`src/rtl/ex_operand_stage.sv`:
```
// -----------------------------------------------------------------------------
// ex_operand_stage
//
// ID/EX pipeline register plus operand forwarding for the ALU of a 5-stage
// pipeline. Decoded fields are captured each edge. rs1/rs2 are resolved
// against the EX/MEM and MEM/WB result buses, with EX/MEM taking precedence.
// A load-use hazard raises a combinational stall request to decode and inserts
// a bubble into EX.
//
// Ports
//   clk, rst_n            clock, synchronous active-low reset
//   id_*                  decoded instruction fields from the decode stage
//   stall                 hold the EX slot (downstream back-pressure)
//   flush                 kill the EX slot (taken branch / jump)
//   exmem_*               EX/MEM forwarding source (write enable, rd, result)
//   memwb_*               MEM/WB forwarding source (write enable, rd, data)
//   alu_a, alu_b          forwarded ALU operands
//   alu_ctrl_o            ALU operation code
//   ex_valid, ex_reg_write, ex_mem_read, ex_mem_write, ex_rd
//                         registered control for the downstream stages
//   ex_store_data         forwarded rs2, used as store data
//   load_use_stall        decode must hold this cycle
//
// Configuration macro: OPERAND_ISOLATION_EN
//   When defined, the operand outputs are forced to 0 while the EX slot is
//   empty. The data registers also skip loading on bubbles and invalid slots,
//   which keeps the ALU inputs quiet. When undefined, the outputs follow the
//   registers and the data fields load on every non-stalled edge.
// -----------------------------------------------------------------------------
module ex_operand_stage #(
    parameter int XLEN = 32,
    parameter int REGW = 5
) (
    input  logic            clk,
    input  logic            rst_n,
    input  logic            id_valid,
    input  logic [XLEN-1:0] id_rs1_data,
    input  logic [XLEN-1:0] id_rs2_data,
    input  logic [XLEN-1:0] id_imm,
    input  logic            id_alu_src,
    input  logic            id_uses_rs2,
    input  logic [3:0]      id_alu_ctrl,
    input  logic [REGW-1:0] id_rs1,
    input  logic [REGW-1:0] id_rs2,
    input  logic [REGW-1:0] id_rd,
    input  logic            id_reg_write,
    input  logic            id_mem_read,
    input  logic            id_mem_write,
    input  logic            stall,
    input  logic            flush,
    input  logic            exmem_reg_write,
    input  logic [REGW-1:0] exmem_rd,
    input  logic [XLEN-1:0] exmem_result,
    input  logic            memwb_reg_write,
    input  logic [REGW-1:0] memwb_rd,
    input  logic [XLEN-1:0] memwb_wdata,
    output logic [XLEN-1:0] alu_a,
    output logic [XLEN-1:0] alu_b,
    output logic [3:0]      alu_ctrl_o,
    output logic            ex_valid,
    output logic            ex_reg_write,
    output logic            ex_mem_read,
    output logic            ex_mem_write,
    output logic [REGW-1:0] ex_rd,
    output logic [XLEN-1:0] ex_store_data,
    output logic            load_use_stall
);

    // Registered data fields of the EX slot.
    logic [3:0]      ex_alu_ctrl;
    logic [REGW-1:0] ex_rs1;
    logic [REGW-1:0] ex_rs2;
    logic [XLEN-1:0] rs1_data;
    logic [XLEN-1:0] rs2_data;
    logic [XLEN-1:0] imm;
    logic            alu_src;

    logic            bubble;     // control bits cleared at this edge
    logic            capture;    // control bits loaded from decode at this edge
    logic            load_data;  // data fields loaded from decode at this edge
    logic [XLEN-1:0] fwd_a;
    logic [XLEN-1:0] fwd_b;

    // The load in EX writes ex_rd, and decode reads it this cycle. rs1 is
    // compared whenever the slot is valid. rs2 is compared only if it is used.
    assign load_use_stall = id_valid && ex_valid && ex_mem_read
                         && (ex_rd != '0)
                         && ((ex_rd == id_rs1) || (id_uses_rs2 && (ex_rd == id_rs2)));

    // Priority: flush > stall > load-use bubble > capture.
    assign bubble  = flush || (!stall && load_use_stall);
    assign capture = !flush && !stall && !load_use_stall;

`ifdef OPERAND_ISOLATION_EN
    assign load_data = capture && id_valid;
`else
    assign load_data = flush || !stall;
`endif

    // Control half of the ID/EX register.
    always_ff @(posedge clk) begin
        // NOTE: sequential state uses non-blocking assignments so that every
        // register samples pre-edge values, whatever the statement order.
        if (!rst_n) begin
            ex_valid     <= 1'b0;
            ex_reg_write <= 1'b0;
            ex_mem_read  <= 1'b0;
            ex_mem_write <= 1'b0;
        end else if (bubble) begin
            ex_valid     <= 1'b0;
            ex_reg_write <= 1'b0;
            ex_mem_read  <= 1'b0;
            ex_mem_write <= 1'b0;
        end else if (capture) begin
            ex_valid     <= id_valid;
            ex_reg_write <= id_reg_write && id_valid;
            ex_mem_read  <= id_mem_read  && id_valid;
            ex_mem_write <= id_mem_write && id_valid;
        end
    end

    // Data half of the ID/EX register. These fields are cleared on reset so
    // that the indices are 0, which makes the forwarded outputs 0 as well.
    always_ff @(posedge clk) begin
        if (!rst_n) begin
            ex_alu_ctrl <= '0;
            ex_rs1      <= '0;
            ex_rs2      <= '0;
            ex_rd       <= '0;
            rs1_data    <= '0;
            rs2_data    <= '0;
            imm         <= '0;
            alu_src     <= 1'b0;
        end else if (load_data) begin
            ex_alu_ctrl <= id_alu_ctrl;
            ex_rs1      <= id_rs1;
            ex_rs2      <= id_rs2;
            ex_rd       <= id_rd;
            rs1_data    <= id_rs1_data;
            rs2_data    <= id_rs2_data;
            imm         <= id_imm;
            alu_src     <= id_alu_src;
        end
    end

    // Forwarding muxes. EX/MEM is the younger result, so it wins over MEM/WB.
    // x0 is hard-wired to zero and is never forwarded.
    always_comb begin
        // NOTE: every combinational output gets a default first, so no path
        // leaves it unassigned and no latch is inferred.
        fwd_a = rs1_data;
        fwd_b = rs2_data;
        if (exmem_reg_write && (exmem_rd != '0) && (exmem_rd == ex_rs1)) begin
            fwd_a = exmem_result;
        end else if (memwb_reg_write && (memwb_rd != '0) && (memwb_rd == ex_rs1)) begin
            fwd_a = memwb_wdata;
        end
        if (exmem_reg_write && (exmem_rd != '0) && (exmem_rd == ex_rs2)) begin
            fwd_b = exmem_result;
        end else if (memwb_reg_write && (memwb_rd != '0) && (memwb_rd == ex_rs2)) begin
            fwd_b = memwb_wdata;
        end
    end

`ifdef OPERAND_ISOLATION_EN
    assign alu_a         = ex_valid ? fwd_a : '0;
    assign alu_b         = ex_valid ? (alu_src ? imm : fwd_b) : '0;
    assign ex_store_data = ex_valid ? fwd_b : '0;
    assign alu_ctrl_o    = ex_valid ? ex_alu_ctrl : 4'd0;
`else
    assign alu_a         = fwd_a;
    assign alu_b         = alu_src ? imm : fwd_b;
    assign ex_store_data = fwd_b;
    assign alu_ctrl_o    = ex_alu_ctrl;
`endif

endmodule

```
`config.mk`:
```
export PLATFORM = sky130hd
export DESIGN_NAME = ex_operand_stage
export DESIGN_NICKNAME = d
export VERILOG_FILES = /design/src/rtl/ex_operand_stage.sv
export SDC_FILE = /design/constraint.sdc
export NUM_CORES = 1
export LEC_CHECK = 0
export CAP_MARGIN = 20
export CORE_UTILIZATION = 43
export DETAILED_ROUTE_END_ITERATION = 8
export PLACE_DENSITY = 0.82
export SLEW_MARGIN = 20
export SYNTH_ARGS = -nofsm -noshare
export SYNTH_HDL_FRONTEND = slang
export SYNTH_SLANG_ARGS = --single-unit
```
`constraint.sdc`:
```
create_clock -name clk -period 2.6 [get_ports clk]
set_input_delay 0.39 -clock clk [delete_from_list [all_inputs] [get_ports clk]]
set_output_delay 0.39 -clock clk [all_outputs]
set_load 0.005 [all_outputs]
```
==> Yosys cells after proc, flatten, opt, wreduce, memory -nomap -nowiden <==
Index checks and enable logic that the tools add are counted.
{ "word_totals": {"word_cells": 51, "out_inout_bits": 110, "inputBits": 201, "register_bits": 120} }
{ "classes": {"n_reduce_logical": 27, "n_mux": 5, "n_eq_ne": 6, "bitwise_logic": 1} }
{ "op_table": {"columns": ["operator", "count"], "rows": [
  ["32-bit 2-to-1 mux", 5],
  ["5-bit == test", 6],
  ["1-bit logical AND", 17],
  ["5-bit nonzero test", 3],
  ["1-bit zero test", 3],
  ["1-bit logical OR", 3],
  ["2-bit OR reduction", 1],
  ["1-bit inverter", 1]
]} }

==> Depth between registers and ports, before layout <==
Gate-level depths: netlist (run 1).
{ "depth": {"depth_word": 7, "depth_mapped": 7, "ltp_nobuf": 5} }

==> Worst setup path after synthesis (run 1) <==
OpenSTA, ideal clock, no wires.
{ "synth_path": {"path_type": "input-to-output", "start": "in exmem_rd[1]", "end": "out alu_b[10]", "path_stages": 7, "slack_ns": 0.397, "path_buffers": 2, "required_ns": 2.210, "t_arrival_ns": 1.813, "path_cell_list": "or4_1 > o21a_1 > and3_1 > buf_4 > buf_6 > a221oi_2 > o31ai_2"} }
{ "synth_via": {"elab_chain_cells": 5, "word_cells_on_any_way": 6, "cone_classes": "eq/ne: 1; mux: 2; reduce/logical: 3"} }
{ "synth_rtl": {"columns": ["element", "line_no", "text"], "rows": [
  ["start, declared", "52", "input logic [REGW-1:0] exmem_rd,"],
  ["5-bit nonzero test", "158", "if (exmem_reg_write && (exmem_rd != '0) && (exmem_rd == ex_rs2)) begin"],
  ["1-bit logical AND", "158", null],
  ["1-bit logical AND (*)", "158", null],
  ["32-bit 2-to-1 mux (*)", "158", null],
  ["32-bit 2-to-1 mux (*)", "172", "assign alu_b = alu_src ? imm : fwd_b;"],
  ["end, declared", "58", "output logic [XLEN-1:0] alu_b,"]
]} }
Mark *: on every way between the ends. The rest lies on a longest branch, timed or not.

==> Worst setup path in the final report (run 1) <==
{ "layout_path": {"start": "reg ex_rs2[2]", "end": "out alu_b[9]"} }
{ "layout_via": {"elab_chain_cells": 5, "word_cells_on_any_way": 7, "cone_classes": "eq/ne: 2; mux: 3; reduce/logical: 2"} }
{ "layout_rtl": {"columns": ["element", "line_no", "text"], "rows": [
  ["start, declared", "72", "logic [REGW-1:0] ex_rs2;"],
  ["start signal, assigned", "137", "ex_rs2 <= id_rs2;"],
  ["5-bit == test", "160", "end else if (memwb_reg_write && (memwb_rd != '0) && (memwb_rd == ex_rs2)) begin"],
  ["1-bit logical AND", "160", null],
  ["32-bit 2-to-1 mux", "160", null],
  ["32-bit 2-to-1 mux (*)", "158", null],
  ["32-bit 2-to-1 mux (*)", "172", null]
]} }
Marks and branches as above.

==> qor.yml, run 1 <==
run_status:
  status: "finished with violations"
  violations: "setup timing"
layout:
  area_delta_synth_final_pct: 84.8
  fill_cells: 965
  multi_input_area_um2: 4990
  final_nets: 1539
  register_area_um2: 2420
  utilization_pct: 81.8
  final_cells: 1569
  layout-drive-gt1-share_pct: 32.8
synth:
  syn_area_per_cell_um2: 7.87
  ys_types: 41
  async_flop_share_pct: 0
  synth_top_cell_area_share_pct: 33.9
  syn_inst: 900
  ys_seq_elements: 120
  yosysMostFrequentCell: "nand2_1"
  synth-seq-area-share_pct: 33.9
  synth_ff_type: "dfxtp_1"
  synth_edf_count: 0
  ys_top_cells_by_count: "nand2_1 (298), dfxtp_1 (120), a21boi_0 (116)"
  synth_fp_nets: 1101
  synth_area_um2: 7080
  synth_area_leader_cell: "dfxtp_1"
  synth.area.top_cells: "dfxtp_1 (34%), nand2_1 (16%), a21boi_0 (12%)"
  synth_warnings: 0
timing:
  timing_hold_violations_final: 0
  rsz0062_at_grt: "true"
  setup_viol: 93
  min_period_ns: 2.91
  max_slew_margin_pct: 61.1
  worst_pin_slew_ns: 0.575
  drv_slew: 0
  fmax_mhz: 344
  skew_ns: 0.00373
  worst_slack_ns: -0.311
  fin_crit_sh_pct: 112
floorplanning:
  start_util_pct: 44.3
  placeableCoreArea_um2: 16000
  die_height_um: 130
  io_pins: 311
  dieWidth_um: 130
  dieArea_um2: 17000
  num_rows: 46
routing:
  wl_per_cell_um: 20.9
  detail-route-antenna-nets: 0
  via_count: 8812
  vias_per_cell: 5.62
  drt_wl_total_um: 32800
  drc: 0
  drt_pass1_iterations: 5
  drt_iter0_drc: 591
critical_path:
  critPathLaunchType: "flop"
  cp.arrival_ns: 2.52
  cp-end-kind: "output pin"
  critPathRequiredTime_ns: 2.21
  cp_max_fo: 5
  path_cells: "xnor2_2 -> nand4_1 -> or3b_4 -> buf_12 -> buf_16 -> buf_6 -> a221oi_4 -> buf_4 -> o31ai_2 -> buf_2"
  slowest_stage: "or3b_4"
  reg2regPathDepth: 7
  crit_type: "reg2out"
  max_stage_delay_ns: 0.44
placement:
  pre_cts_ws_ns: -0.752
  hpwl_um: 18000
  post-place-cells: 1412
  gp_congestion: 0.928
  io_buffers: 310
global_route:
  grt_start_max_net_pins: 117
  overflow: 0
  grt_pass1_wl_um: 44800
  grt_pass1_vias: 8581
  track_usage_pct: 35.3
  antenna_found_initial: 3
clock_tree:
  cts_root_buf: "clkbuf_16"
  cts_tree: "done"
  h-tree-depth: 4
  clock_path_buffers: 2
  worst_skew_pair.late_latency_ns: 0.42
  cts_sinks: 120
  cts_buffers: 17
  path_clk_slew_ns: 0.06
power_and_ir_drop:
  p_sw_w: 0.00162
  ir_drop_v: 0.000488
  power.density_nw_per_um2: 455
  power.total_w: 0.00596
  clockPowerShare_pct: 39.8
  power.share.combinational_pct: 25.6
  p_leak_nw: 5.45
  p_seq_share_pct: 34.5
  switching_share_pct: 27.2
  p_int_w: 0.00434
job:
  maxCapViolCount: 0
worst_hold_path:
  hold_depth: 3
  min_path_type: "in2reg"
-- layer usage --
| metal | part of all wire [%] | vias to the layer above | track usage (%) |
|---|---|---|---|
| met1 | 36 | 4191 | 37.2 |
| met4 | 6.1 | 0 | 22.4 |
| met3 | 8.8 | 161 | 10.0 |
| met2 | 49 | 505 | 61.7 |
| met5 | 0 | - | 0 |
| li1 | - | 3955 | - |
-- flip-flops by register name (all words and copies together) (netlist names), 4 cells and up --
signal      count
ex_rs2          5
ex_rd           5
imm            32
alu_ctrl_o      4
rs2_data       32
rs1_data       32
ex_rs1          5
-- worst paths after layout --
kind,from,end,slack [ns]
max,ex_rs2[2]$_SDFFE_PN0P_,alu_b[9],-0.31
max reg2reg,ex_rd[0]$_SDFFE_PN0P_,ex_mem_read$_SDFFE_PP0P_,0.51
min,id_rs2[4],ex_rs2[4]$_SDFFE_PN0P_,0.39
min reg2reg,imm[15]$_SDFFE_PN0P_,imm[15]$_SDFFE_PN0P_,0.46
-- cell usage in the layout, fill, tap and decap left out, types with 3 or more instances in the layout --
cell type	netlist	final
mux2i_4	0	4
o2111ai_1	3	3
dlygate4sd2_1	0	7
xnor2_2	0	7
o21ai_2	0	6
diode_2	0	3
clkinv_2	0	6
buf_6	4	50
mux2i_2	0	6
o21ai_1	5	25
a21boi_0	116	116
buf_8	0	5
clkbuf_16	0	18
xnor2_1	11	4
o21ai_0	31	4
nand2_1	298	293
buf_12	3	31
buf_4	5	88
nand2_2	0	3
a221oi_4	0	31
dfxtp_2	0	8
buf_2	3	83
o31ai_2	30	28
nor2_4	0	7
clkbuf_1	54	3
bufinv_16	0	3
dfxtp_1	120	111
clkbuf_2	0	13
buf_16	0	11
xor2_1	19	19
and2_1	32	32
nor2_2	0	10
a31oi_1	3	3
nor2_1	68	51
clkdlybuf4s50_1	0	200
mux2i_1	32	22
-- power by group through the flow --
stage | Combinational [W] | Sequential (W) | Clock [W]
CTS | 0.00142 | 0.00205 | 0.00237
finish | 0.00153 | 0.00206 | 0.00237
global placement | 0.00129 | 0.00207 | 0
global route | 0.00162 | 0.00207 | 0.00246
detailed placement | 0.00131 | 0.00207 | 0
floorplan | 0.000529 | 0.00205 | 0
-- cell type report --
class / instances / area share, %
diodes: 3 / 0.0574
clock inverters: 10 / 0.975
multi-input cells: 706 / 38.1
flip-flops and latches: 120 / 18.5
inverters: 2 / 0.0574
clock buffers: 21 / 3.44
repair buffers: 491 / 36.8
well taps: 216 / 2.07
-- cells by family after synthesis --
family,Yosys count,synth area share (%)
multiplexers,32,4.52
flip-flops,120,33.9
AND/OR/NAND/NOR,417,24.3
XOR/XNOR,30,3.71
buffers and inverters,74,5.35
AO/OA/AOI/OAI,227,28.2
-- critical path: cells and delay by family (launching register included) --
| kind | cells | cell delay [ns] |
|---|---|---|
| buffers and inverters | 5 | 0.71 |
| AND/OR/NAND/NOR | 2 | 0.56 |
| flip-flops | 1 | 0.34 |
| AO/OA/AOI/OAI | 2 | 0.34 |
| XOR/XNOR | 1 | 0.14 |
-- metrics by stage --
step | setup TNS [ns] | hold slack, ns | cell area (um2)
3_3_place_gp | -59.93 | 0.447 | 10800
2_1_floorplan | 0 | 0.440 | 7080
5_1_grt | -20.92 | 0.398 | 13100
6_report | -14.29 | 0.394 | 13100
3_5_place_dp | -63.21 | 0.455 | 10800
4_1_cts | -14.78 | 0.384 | 12600
-- repair_timing --
item	in CTS	in global routing
hold buffers	0	0
pin swaps	90	68
setup endpoints to repair	97	96
buffers inserted	75	46
resized for setup	497	116
gates cloned	13	1
Power figures use the tool's default switching activity.
==> run 2, diff against run 1 <==
CORE_MARGIN = 5   (was unset)
CTS_CLUSTER_DIAMETER = 40   (was unset)
GPL_ROUTABILITY_DRIVEN = 0   (was unset)
==> run 2 against run 1 <==
The run still ends with setup timing left. Sequential cell count is the same. Clock power is essentially flat. Sequential share of layout area grew 1.0 points. Highest routed layer unchanged. Largest power group unchanged. Non-clock buffer count shrank 38. Core utilization shrank 5.8 points. Register-to-register slack lost 0.33 ns. Final area shrank 5.0%. Count of clock-buffer cells in the layout grew 1. Via count shrank 6.2%.
==> qor.yml, run 2 (same netlist as run 1, synthesis figures left out) <==
run_status:
  status: "finished with violations"
  violations: "setup timing"
critical_path:
  slowest_stage: "or3b_4"
  reg2regPathDepth: 10
  crit_cells: 10
  cp-end-kind: "output pin"
  critPathLaunchType: "flop"
  r2r_slack_ns: 0.18
  r2r_end: "ex_mem_write$_SDFFE_PP0P_"
  path_cells: "xnor2_1 -> nand4_1 -> or3b_4 -> buf_6 -> buf_16 -> buf_6 -> a221oi_4 -> buf_4 -> o31ai_2 -> buf_2"
  crit_type: "reg2out"
  cpMostUsedCell: "buf_6"
  cp.arrival_ns: 2.61
  cp_max_fo: 5
  critPathTopFamily: "buffers and inverters"
  max_stage_delay_ns: 0.47
  timing.critical_path.buf_inv: 5
  critPathRequiredTime_ns: 2.21
  crit_start: "ex_rs2[0]$_SDFFE_PN0P_"
  reg2reg_from: "ex_rd[4]$_SDFFE_PN0P_"
worst_hold_path:
  hold_path_end: "ex_rs2[4]$_SDFFE_PN0P_"
  min_from: "id_rs2[4]"
  min_path_type: "in2reg"
  hold_depth: 3
power_and_ir_drop:
  ir_drop_v: 0.000482
  power.total_w: 0.00587
  p_leak_nw: 5.15
  power.density_nw_per_um2: 473
global_route:
  grt_pass1_vias: 8633
  overflow: 0
  track_usage_pct: 30.7
  antenna_found_initial: 3
  grt_start_max_net_pins: 81
  grt_pass1_wl_um: 47200
floorplanning:
  num_rows: 47
  die_height_um: 138
  start_util_pct: 43.3
  placeableCoreArea_um2: 16300
  dieWidth_um: 138
  dieArea_um2: 19100
  io_pins: 311
timing:
  setup_viol: 93
  skew_ns: 0.00115
  fmax_mhz: 333
  fin_crit_sh_pct: 115
  worst_slack_ns: -0.401
  rsz0062_at_grt: "true"
  whs_ns: 0.312
  worst_pin_slew_ns: 0.506
  finalSetupTns_ns: -12.44
  min_period_ns: 3.00
  drv_slew: 0
  timing_hold_violations_final: 0
  max_slew_margin_pct: 66.3
routing:
  detail-route-antenna-nets: 0
  drt_wl_total_um: 31200
  drt_pass1_iterations: 5
  wl_per_cell_um: 20.3
  drc: 0
  via_count: 8265
  drt_iter0_drc: 521
  vias_per_cell: 5.38
clock_tree:
  cts_buffers: 17
  cts_root_buf: "clkbuf_16"
  h-tree-depth: 4
  path_clk_slew_ns: 0.05
  cts_sinks: 120
  clock_path_buffers: 2
  cts_tree: "done"
  cts_hold_buf: 0
  worst_skew_pair.late_latency_ns: 0.41
layout:
  final_cell_mix: "nand2_1 (297), clkdlybuf4s50_1 (197), a21boi_0 (116), dfxtp_1 (108), buf_2 (94)"
  final_nets: 1501
  layout-drive-gt1-share_pct: 29.6
  area_delta_synth_final_pct: 75.4
  largest_registers: "imm: 32 flops, rs1_data: 32 flops, rs2_data: 32 flops"
  final_common_cell: "nand2_1"
placement:
  io_buffers: 310
  hpwl_um: 19500
job:
  maxCapViolCount: 0
[run 2: cell count changes in the layout (fill, tap and decap cells not counted), sizes merged]
cell	previous run	this run
clkbuf	35	29
clkdlybuf4s15	1	2
clkdlybuf4s50	200	197
buf	268	238
clkinvlp	1	0
dlymetal6s2s	1	2
[run 2: where the power goes]
part | switching [W] | internal, W
registers | 0.0000987 | 0.00196
logic | 0.000616 | 0.000815
clock network | 0.000843 | 0.00155
total | 0.00156 | 0.00432
[run 2: cell type report]
type / count / area [um2]
diodes: 3 / 7.51
clock buffers: 22 / 464
clock inverters: 9 / 124
fillers: 1203 / 3920
inverters: 2 / 7.51
multi-input cells: 706 / 4860
flip-flops and latches: 120 / 2420
well taps: 220 / 275
repair buffers: 453 / 4260
[run 2: worst max-delay path by stage]
stage | end | slack, ns
global placement | alu_b[29] | -0.85
finish | alu_b[12] | -0.40
global route | alu_b[12] | -0.51
floorplan | alu_b[10] | 0.40
CTS | alu_b[26] | -0.39
detailed placement | alu_b[29] | -0.87
[run 2: layer usage]
layer,GRT usage [%],routed length [um]
met1,35.7,12200
met2,53.5,15700
met3,7.22,2100
met4,14.0,1180
met5,0,0
[run 2: metrics by stage]
stage	utilization, %	instances	area, um2	worst slack, ns
finish	76.0	1535	12400	-0.401
global route	76.0	1535	12400	-0.507
CTS	75.1	1524	12300	-0.389
detailed placement	65.6	1414	10700	-0.873
global placement	65.6	1414	10700	-0.852
floorplan	-	900	7080	0.397
[run 2: timing repair]
item                                   in CTS  in global routing
gates cloned                                9                  1
setup endpoints to repair                  97                100
pin swaps                                  91                 53
endpoints found under the hold margin       0                  0
setup buffers                              73                 11
resized for setup                         534                 38
[run 2: tightest hold or removal path, stage by stage]
cell            delay [ns]
dlymetal6s2s_1        0.15
nand2_1               0.06
a21boi_0              0.07
==> run 3, diff against run 2 <==
CORE_UTILIZATION = 30   (was 43)
PLACE_DENSITY = unset   (was 0.82)
==> run 3 against run 2 <==
The run still ends with setup timing left. Clock skew grew 0.0048 ns. Count of clock-buffer cells in the layout shrank 1. Via count decreased by 6.2%. Final area grew 0.81%. Global-route usage down 8.7 points. Non-clock buffer count shrank 17. Total power is 5.3% higher. Core utilization decreased by 22 points. Setup slack improved by 0.14 ns. Cell count increased by 5.3%.
==> qor.yml, run 3 (same netlist as run 1, synthesis figures left out) <==
run_status:
  status: "finished with violations"
  violations: "setup timing"
critical_path:
  cp-end-kind: "output pin"
  cp.arrival_ns: 2.47
  crit_type: "reg2out"
  cp_max_fo: 5
  critPathRequiredTime_ns: 2.21
  critPathTopFamily: "simple AND/OR/NAND/NOR gates"
  r2r_slack_ns: 0.62
  reg2reg_from: "ex_rd[3]$_SDFFE_PN0P_"
  timing.critical_path.buf_inv: 3
  reg2regPathDepth: 7
  critPathLaunchType: "flop"
  slowest_stage: "or3b_4"
  crit_cells: 8
  r2r_end: "ex_mem_write$_SDFFE_PP0P_"
  max_stage_delay_ns: 0.50
  path_cells: "xnor2_2 -> nand4_1 -> or3b_4 -> buf_12 -> bufbuf_16 -> a221oi_4 -> o31ai_2 -> buf_2"
layout:
  layout-drive-gt1-share_pct: 27.7
  largest_registers: "imm: 32 flops, rs1_data: 32 flops, rs2_data: 32 flops"
  area_delta_synth_final_pct: 76.9
  final_cells: 1616
  final_cell_mix: "nand2_1 (297), clkdlybuf4s50_1 (198), a21boi_0 (116), dfxtp_1 (110), buf_2 (94)"
  final_common_cell: "nand2_1"
  final_nets: 1484
worst_hold_path:
  min_from: "id_rs2[2]"
  min_path_type: "in2reg"
  hold_depth: 3
  hold_path_end: "ex_rs2[2]$_SDFFE_PN0P_"
timing:
  max_slew_margin_pct: 68.5
  fmax_mhz: 350
  finalSetupTns_ns: -8.18
  setup_viol: 62
  worst_slack_ns: -0.260
  fin_crit_sh_pct: 110
  worst_pin_slew_ns: 0.472
  whs_ns: 0.396
  timing_hold_violations_final: 0
  min_period_ns: 2.86
  drv_slew: 0
  skew_ns: 0.00591
  rsz0062_at_grt: "true"
clock_tree:
  h-tree-depth: 4
  worst_skew_pair.late_latency_ns: 0.41
  cts_root_buf: "clkbuf_16"
  cts_buffers: 17
  cts_sinks: 120
  cts_hold_buf: 0
  clock_path_buffers: 2
  path_clk_slew_ns: 0.06
  cts_tree: "done"
routing:
  wl_per_cell_um: 18.9
  vias_per_cell: 4.80
  drt_wl_total_um: 30600
  drt_pass1_iterations: 5
  detail-route-antenna-nets: 0
  drc: 0
  drt_iter0_drc: 348
  via_count: 7749
floorplanning:
  num_rows: 56
  io_pins: 311
  start_util_pct: 30.4
  dieWidth_um: 164
  die_height_um: 164
  placeableCoreArea_um2: 23300
  dieArea_um2: 26800
power_and_ir_drop:
  p_seq_share_pct: 33.2
  p_leak_nw: 5.14
  switching_share_pct: 25.6
  power.share.combinational_pct: 22.3
  power.density_nw_per_um2: 494
  p_int_w: 0.00460
  clockPowerShare_pct: 44.5
  ir_drop_v: 0.000404
  p_sw_w: 0.00158
placement:
  io_buffers: 310
  hpwl_um: 21000
  post-place-cells: 1522
global_route:
  grt_pass1_wl_um: 45600
  track_usage_pct: 22.0
  grt_start_max_net_pins: 85
  overflow: 0
  antenna_found_initial: 1
  grt_pass1_vias: 7937
job:
  maxCapViolCount: 0
## run 3: cell types whose count changed in the layout (fill, tap and decap cells not counted), sizes merged
cell           delta
dlygate4sd2       -1
dlymetal6s2s      -2
buf              -17
inv               +1
bufbuf            +1
clkdlybuf4s50     +1
clkinv            -2
bufinv            +3
diode             -2
## run 3: area by class of cell
cell class | instances | area [um2]
Antenna cell | 1 | 2.50
Clock buffer | 21 | 460
Clock inverter | 11 | 218
Fill cell | 2200 | 10800
Inverter | 2 | 7.51
Multi-Input combinational cell | 706 | 4810
Sequential cell | 120 | 2420
Tap cell | 319 | 399
Timing Repair Buffer | 436 | 4210
## run 3: tightest hold or removal path: stages
cell	delay (ns)
dlygate4sd2_1	0.26
nand2_1	0.06
a21boi_0	0.06
## run 3: repair_timing
item | 4_1_cts | 5_1_grt
setup buffers | 39 | 16
resized for setup | 509 | 33
cloned | 8 | 1
endpoints found under the setup margin | 97 | 96
pin swaps | 97 | 37
## run 3: per-stage QoR
stage	util [%]	setup slack, ns	power, W	cell area [um2]
after floorplan	-	0.397	0.00258	7080
after global placement	46.9	-1.13	0.00341	10900
after detailed placement	46.9	-0.869	0.00342	10900
after CTS	52.8	-0.334	0.00623	12300
after global routing	53.7	-0.376	0.00647	12500
final	53.7	-0.260	0.00619	12500
## run 3: worst max path at each step
stage,start,endpoint
after floorplan,exmem_rd[1],alu_b[10]
after CTS,ex_rs2[2]$_SDFFE_PN0P_,alu_b[15]
after detailed placement,memwb_rd[1],alu_b[3]
final,ex_rs2[1]$_SDFFE_PN0P_,alu_b[23]
after global placement,memwb_rd[3],alu_a[0]
after global routing,ex_rs2[1]$_SDFFE_PN0P_,ex_store_data[21]
## run 3: per-layer routing
metal  global-route usage [%]  vias to the layer above  wire length [um]
li1                         -                     3819                 -
met1                     27.8                     3642             13300
met2                     37.1                      239             14700
met3                     4.77                       49              1750
met4                     7.32                        0               757
met5                        0                        -                 0
## run 3: power by group through the flow
stage | Sequential, W | Combinational [W] | Clock (W)
after floorplan | 0.00205 | 0.000529 | 0
after global placement | 0.00208 | 0.00133 | 0
after detailed placement | 0.00208 | 0.00134 | 0
after CTS | 0.00205 | 0.00137 | 0.00281
after global routing | 0.00207 | 0.00150 | 0.00291
final | 0.00205 | 0.00138 | 0.00275
